**src/rtl/booth_multiplier_seq.sv**
```systemverilog
// Sequential Booth multiplier: one Booth step per cycle, start/done handshake, signed or unsigned operands.
// Latency N+1 cycles from start to done; start is ignored while running. Radix-4 recoding when BOOTH_RADIX4_EN is defined.
module booth_multiplier_seq #(
    parameter int width = 9
) (
    input  logic                 clk,
    input  logic                 rst,
    input  logic                 start,
    input  logic                 tc,
    input  logic [width-1:0]     A,
    input  logic [width-1:0]     B,
    output logic                 busy,
    output logic                 done,
    output logic [2*width-1:0]   S
);

    localparam int AW = width + 2;
`ifdef BOOTH_RADIX4_EN
    localparam int SH = 2;
    localparam int QW = ((width + 2) / 2) * 2;
    localparam int N  = QW / 2;
`else
    localparam int SH = 1;
    localparam int QW = width + 1;
    localparam int N  = width + 1;
`endif
    localparam int CW = $clog2(N + 1);
    localparam int TW = AW + QW + 1;

    typedef enum logic [1:0] {IDLE, RUN, DONE} state_t;

    state_t                 state;
    logic signed [AW-1:0]   acc;
    logic signed [AW-1:0]   m;
    logic        [QW-1:0]   q;
    logic                   qm1;
    logic        [CW-1:0]   cnt;

    logic signed [AW-1:0]   sum;
    logic signed [TW-1:0]   shv;

    function automatic logic [AW-1:0] ext_m(input logic s, input logic [width-1:0] a);
        return {{(AW-width){s & a[width-1]}}, a};
    endfunction

    function automatic logic [QW-1:0] ext_q(input logic s, input logic [width-1:0] b);
        return {{(QW-width){s & b[width-1]}}, b};
    endfunction

    always_comb begin
        sum = acc;
`ifdef BOOTH_RADIX4_EN
        case ({q[1:0], qm1})
            3'b001, 3'b010: sum = acc + m;
            3'b011:         sum = acc + (m <<< 1);
            3'b100:         sum = acc - (m <<< 1);
            3'b101, 3'b110: sum = acc - m;
            default:        sum = acc;
        endcase
`else
        case ({q[0], qm1})
            2'b01:   sum = acc + m;
            2'b10:   sum = acc - m;
            default: sum = acc;
        endcase
`endif
        shv = $signed({sum, q, qm1}) >>> SH;
    end

    always_ff @(posedge clk) begin
        if (rst) begin
            state <= IDLE;
            busy  <= 1'b0;
            done  <= 1'b0;
            S     <= '0;
            acc   <= '0;
            m     <= '0;
            q     <= '0;
            qm1   <= 1'b0;
            cnt   <= '0;
        end else begin
            done <= 1'b0;
            case (state)
                IDLE: begin
                    if (start) begin
                        acc   <= '0;
                        qm1   <= 1'b0;
                        cnt   <= CW'(N);
                        m     <= ext_m(tc, A);
                        q     <= ext_q(tc, B);
                        busy  <= 1'b1;
                        state <= RUN;
                    end
                end
                RUN: begin
                    {acc, q, qm1} <= shv;
                    cnt <= cnt - CW'(1);
                    if (cnt == CW'(1))
                        state <= DONE;
                end
                DONE: begin
                    // Product occupies the low bits of {acc, q} after the final shift.
                    S    <= {acc[2*width-QW-1:0], q};
                    done <= 1'b1;
                    if (start) begin
                        acc   <= '0;
                        qm1   <= 1'b0;
                        cnt   <= CW'(N);
                        m     <= ext_m(tc, A);
                        q     <= ext_q(tc, B);
                        state <= RUN;
                    end else begin
                        busy  <= 1'b0;
                        state <= IDLE;
                    end
                end
                default: state <= IDLE;
            endcase
        end
    end

endmodule

```
**config.mk**
```make
export PLATFORM = sky130hd
export DESIGN_NAME = booth_multiplier_seq
export DESIGN_NICKNAME = d
export VERILOG_FILES = /design/src/rtl/booth_multiplier_seq.sv
export SDC_FILE = /design/constraint.sdc
export NUM_CORES = 1
export LEC_CHECK = 0
export ABC_AREA = 1
export ABC_CLOCK_PERIOD_IN_PS = 5700
export BUFFER_PORTS_ARGS = -buffer_cell sky130_fd_sc_hd__buf_2
export CORE_AREA = 2 2 73 75
export CTS_BUF_LIST = sky130_fd_sc_hd__clkbuf_8
export DETAILED_ROUTE_END_ITERATION = 12
export DIE_AREA = 0 0 75 77
export PLACE_DENSITY_LB_ADDON = 0.15
export RECOVER_POWER = 100
export SLEW_MARGIN = 20
export SYNTH_ARGS = -nofsm -noshare
export SYNTH_HDL_FRONTEND = slang
export SYNTH_SLANG_ARGS = --single-unit
```
**constraint.sdc**
```tcl
create_clock -name clk -period 5.7 [get_ports clk]
set_input_delay 0 -clock clk [delete_from_list [all_inputs] [get_ports clk]]
set_output_delay 0 -clock clk [all_outputs]
set_load 0.1 [all_outputs]
```
* Yosys cells after proc, flatten, opt, wreduce, memory -nomap -nowiden
Index checks and enable logic that the tools add are counted.
Storage, ports and cells: bits in registers 58, input port bits 22, output and inout bits 20, word-level logic and storage cells 48
Cells by class: add/subtract/negate cells 3, equality and inequality tests 9, mux-type cells 17, bitwise gates (word level) 2, reductions and logical operators 8
Operators with widths (number):
- one-hot mux 11 bit (2 select lines) | 2
- one-hot mux 10 bit (2 select lines) | 1
- adder 11 x 10 -> 11 bit | 1
- two-way mux 11 bit | 1
- subtractor 11 x 10 -> 11 bit | 1
- two-way mux 10 bit | 1
- one-hot mux 4 bit (2 select lines) | 1
- inequality test 2 bit (second input constant) | 3
- one-hot mux 2 bit (3 select lines) | 1
- AND reduction 2 bit | 3
- two-way mux 1 bit | 5
- == test 2 x 1 -> 1 bit (second input constant) | 2
- == test 2 bit (second input constant) | 2
- == test 4 x 1 -> 1 bit (second input constant) | 1
- two-way mux 2 bit | 2
- two-way mux 4 bit | 1
- one-hot mux 1 bit (2 select lines) | 2
- nonzero test 2 bit | 2
- subtractor 4 x 1 -> 4 bit (second input constant) | 1
- AND reduction 3 bit | 1
- bitwise AND 1 bit | 2
- zero test 2 bit | 1
- inequality test 2 x 1 -> 1 bit (second input constant) | 1
- OR reduction 2 bit | 1

* Logic depth before layout (Yosys ltp)
depth in word-level cells 4, gate-level depth with buffers 19, gate-level depth less buffers 19

* Least setup slack after synthesis
Ideal clock, no wire load.
path type reg-to-reg, start reg m[0], end reg acc[7], setup time 0.132 ns, arrival 2.021 ns, data required time 5.568 ns, slack 3.546 ns, cell stages (with the launch flop) 18, path buffers 0, period minus slack after synthesis 2.154 ns, cell sequence dfxtp_1 > inv_1 > ha_1 > nand2_1 > nor2_2 > inv_1 > o21ai_0 > xor2_1 > inv_1 > ha_1 > nand2_1 > nor2_1 > nor2_1 > nand2_1 > nand2_1 > nand2_1 > o21ai_0 > a21oi_1
Between the ends: cells in the longest elaborated chain, start to end 3, elaborated cells between the ends (all ways) 4, classes of those cells add/sub: 2; mux: 2
Ends and longest elaborated chain:
- start, declared | RTL line 34 | logic signed [AW-1:0] m;
- start signal, assigned | RTL line 89 | m <= ext_m(tc, A);
- start signal, assigned | RTL line 109 | m <= ext_m(tc, A);
- subtractor 11 x 10 -> 11 bit or adder 11 x 10 -> 11 bit (tied branches) | RTL line 63, 62
- one-hot mux 11 bit (2 select lines) (*) | RTL line 61 | case ({q[0], qm1})
- one-hot mux 11 bit (2 select lines) (*) | RTL line 83 | case (state)
- end signal, assigned | RTL line 96 | {acc, q, qm1} <= shv;
- end, declared | RTL line 33 | logic signed [AW-1:0] acc;
Every way passes the cells marked *; elsewhere a longest branch is shown, timed or not. A chain may end at the register's enable or synchronous reset.

* Worst setup path after layout
start reg state[0], end reg acc[1]
Between the ends: cells in the longest elaborated chain, start to end 4, elaborated cells between the ends (all ways) 8, classes of those cells eq/ne: 3; mux: 1; reduce/logical: 4
Ends and longest elaborated chain:
- start, declared | RTL line 32 | state_t state;
- start signal, assigned | RTL line 72 | state <= IDLE;
- start signal, assigned | RTL line 92 | state <= RUN;
- start signal, assigned | RTL line 99 | state <= DONE;
- == test 2 bit or zero test 2 bit (tied branches) | RTL line 83
- OR reduction 2 bit (no line)
- inequality test 2 x 1 -> 1 bit (no line) or nonzero test 2 bit (tied branches)
- AND reduction 2 bit (no line)
Parallel ways exist; a longest one is shown, timed or not.

==> run_results.csv <==
group,metric,value,unit
cts,cts-root-buf,"clkbuf_8",
cts,numCtsBuffers,9,
drt,ant_nets,0,
cells_and_area,fin_nets,524,
run_status,outcome,"complete, but fails checks",
yosys,syn-instance-count,435,
setup_path,crit_slowest_cell,"dfxtp_1",
floorplan,die-area,0.005775,sq mm
power,p_seq_share,39.7,%
setup_path,reg2reg_depth,6,
floorplan,initial_core_util,60.03,%
hold_path,hold_start,"A[2]",
cells_and_area,fin_area,0.003535,sq mm
grt,grt_pass1_wl,11.96,mm
cts,htree_num_levels,3,
drt,vias_per_cell,5.256,
cells_and_area,drive_gt1_share,8.333,%
cts,clock_latency,0.34,ns
drt,vias,2954,
floorplan,rows,26,
floorplan,io_pins,42,
grt,overflow,0,
setup_path,r2r_slack,2.85,ns
power,p_comb_share,30.6,%
drt,wl_per_cell,12.45,um
yosys,ys_ff_latch,57,
grt,grtUsageTotal,26.52,%
timing,slew_viol_final,0,
timing,postLayoutSetupSlackWorst,2.854,ns
cts,cts_tree,"done",
setup_path,crit_path_max_incr_delay,0.58,ns
grt,grt_start_max_net_pins,44,
yosys,yosysWarnings,0,
power,clockPowerShare,29.7,%
floorplan,chipWidth,75,um
setup_path,cp.required,5.97,ns
setup_path,critical_path.startpoint_type,"flip-flop",
grt,antenna_found_initial,0,
cts,post-cts-setup-buffers,0,
placement,dpl-instance-area,0.003196,sq mm
placement,dp_hpwl,4.790,mm
grt,grtUsageMet2,42.02,%
yosys,yosysSeqAreaShare,38.19,%
placement,numPortBuffers,41,
setup_path,cpMostUsedCell,"nand2_1",
setup_path,critPathMaxFanout,23,
cts,cts_hold_buf,19,
power,p_sw,0.4328,mW
power,p_leak,1.621,nW
grt,busiest_layer,"met2",
setup_path,worstSetupEndpointType,"flip-flop",
job,maxCapViolCount,0,
timing,fin_worst_skew,0.007032,ns
cts,clkTransAtPathRegs,0.07,ns
placement,gp_congestion,0.9056,
yosys,synth_area_per_cell,6.869,sq um
placement,pre_cts_ws,3.209,ns
timing,rsz0062_at_grt,"no",
timing,tightest_slew,1.250,ns
cells_and_area,synthToLayoutAreaGrowth,18.30,%
drt,route.detailed.drc,0,
timing,slew_headroom,16.35,%
power,p_int,0.7182,mW
timing,period_minus_slack,2.846,ns
hold_path,whs_path_depth,3,
grt,grt_pass1_vias,2753,
setup_path,critical_path_buf_inv_count,2,
drt,drt_iter0_markers,142,
run_status,violations,"negative hold slack",
setup_path,critPathArrivalTime,3.11,ns
cts,clockBufferDepth,2,
timing,setup_viol,0,
timing,fmax,0.3513,GHz
setup_path,r2r_end,"acc[1]$_SDFFE_PP0P_",
power,ir_worst_vdd,0.2171,mV
floorplan,coreArea,0.004977,sq mm
setup_path,r2r-start,"state[0]$_SDFFE_PP0P_",
timing,final-hold-violation-count,1,
grt,grt_use_met1,34.27,%
power,swShare,37.60,%
cts,cts_sinks,57,
drt,dr.pass1.iters,5,
grt,use_met3,6.570,%
setup_path,path_delay_family,"simple AND/OR/NAND/NOR gates",
setup_path,crit_path_cell_trace,"inv_1, nand2_1, nand2_1, inv_1, nand2_1, a21oi_1",
timing,timing.hold.ws,-0.0001462,ns
timing,finalCritPeriodShare,49.94,%
cts,cts-resized-gates,0,
yosys,syn_nets,472,
yosys,yosysUniqueCellTypes,29,
drt,drt_wl_total,6.998,mm
cells_and_area,diodes,0,
setup_path,worst-setup-path-type,"reg2reg",
hold_path,min_path_type,"in2reg",
power,power.density,325.6,mW/mm^2
yosys,synth_area,0.002988,sq mm
timing,fin_setup_tns,0,ns
floorplan,chipHeight,77,um
hold_path,whs_endpoint,"m[2]$_SDFFE_PP0P_",
## metrics by stage
stage	hold slack (ns)	utilization, %	power [mW]	instances
2_1_floorplan	0.1432	-	0.7382	435
3_3_place_gp	0.2698	64.20	0.8016	527
3_5_place_dp	0.2753	64.20	0.8093	527
4_1_cts	0.008041	71.67	1.160	562
5_1_grt	0.02219	71.02	1.224	562
6_report	-0.0001462	71.02	1.151	562
## placed cells by master (no fill, tap or decap), types with 8 or more instances in the layout
master / n
a21oi_1: 39
dfxtp_1: 57
buf_2: 21
clkbuf_1: 20
dlygate4sd3_1: 19
nor2_1: 53
nand3_1: 23
clkbuf_8: 10
xor2_1: 8
ha_1: 14
nand2_1: 90
inv_1: 51
o21ai_0: 46
a31oi_1: 11
## area by class of cell
cell class | count | area [sq um]
flip-flops and latches | 57 | 1141
repair buffers | 60 | 370.4
fillers | 451 | 1443
multi-input cells | 305 | 1551
inverters | 54 | 202.7
well taps | 70 | 87.58
clock buffers | 10 | 137.6
clock inverters | 6 | 43.79
## state kept, by name, summed over array words and instances (netlist names)
name and flops:
cnt 4, acc 10, state 2, done 1, q 10, qm1 1
m 10, S 18, busy 1
## power groups by stage
stage               Sequential [mW]  Clock (mW)  Combinational (mW)
floorplan                     0.482           0               0.256
global placement              0.466           0               0.336
detailed placement            0.466           0               0.343
CTS                           0.457       0.347               0.355
global route                  0.461       0.364               0.399
finish                        0.457       0.341               0.352
## cell families after synthesis
logic type      after synthesis  synth area share (%)
simple gates                172                 23.41
flops                        57                 38.19
xor+xnor                      9                 2.638
buf+inv                      73                 9.631
compound gates              109                 19.60
fa+ha+maj                    15                 6.533
## worst reg2reg max path: stages, from the launching register on
cell	delay, ns
dfxtp_1	0.58
inv_1	0.31
nand2_1	0.57
nand2_1	0.57
inv_1	0.50
nand2_1	0.10
a21oi_1	0.15
## worst max path at each step
stage / start / to / slack (ns) / cells past startpoint
detailed placement: m[0]$_SDFFE_PP0P_ / acc[6]$_SDFFE_PP0P_ / 3.21 / 14
finish: state[0]$_SDFFE_PP0P_ / acc[1]$_SDFFE_PP0P_ / 2.85 / 6
CTS: m[0]$_SDFFE_PP0P_ / acc[6]$_SDFFE_PP0P_ / 3.18 / 14
floorplan: m[0]$_SDFFE_PP0P_ / acc[7]$_SDFFE_PP0P_ / 3.55 / 17
global route: state[0]$_SDFFE_PP0P_ / acc[4]$_SDFFE_PP0P_ / 2.44 / 6
global placement: m[0]$_SDFFE_PP0P_ / acc[8]$_SDFFE_PP0P_ / 3.27 / 17
## routing by layer
layer  routed length, um  vias to the layer above  part of all wire (%)
li1                    -                     1523                     -
met1                3224                     1353                    46
met2                3378                       65                    48
met3                 274                       13                   3.9
met4                 120                        0                   1.7
met5                   0                        -                     0
## synthesized netlist by cell type
cell      count  area share, %
o21a_1        1           0.25
dfxtp_1      57             38
nand2_1      89             11
buf_2         8            1.3
a221oi_1      1           0.29
nand4_1       3           0.63
fa_1          1           0.67
buf_4         1           0.25
nand2_2       1           0.21
xor2_1        8            2.3
xnor2_1       1           0.29
a21oi_1      39            6.5
nor3_1        2           0.34
o211ai_1      3           0.75
clkbuf_1      9            1.1
o21ai_0      36            6.0
inv_1        50            6.3
nor2_4        1           0.38
nand3_1      23            3.9
buf_1         1           0.13
nor2_2        2           0.42
nor2_1       51            6.4
a21o_1        2           0.50
o31ai_1       2           0.50
o21bai_1      1           0.25
ha_1         14            5.9
inv_2         4           0.50
a31oi_1      11            2.3
o21ai_1      13            2.2
Power figures use the tool's default switching activity.
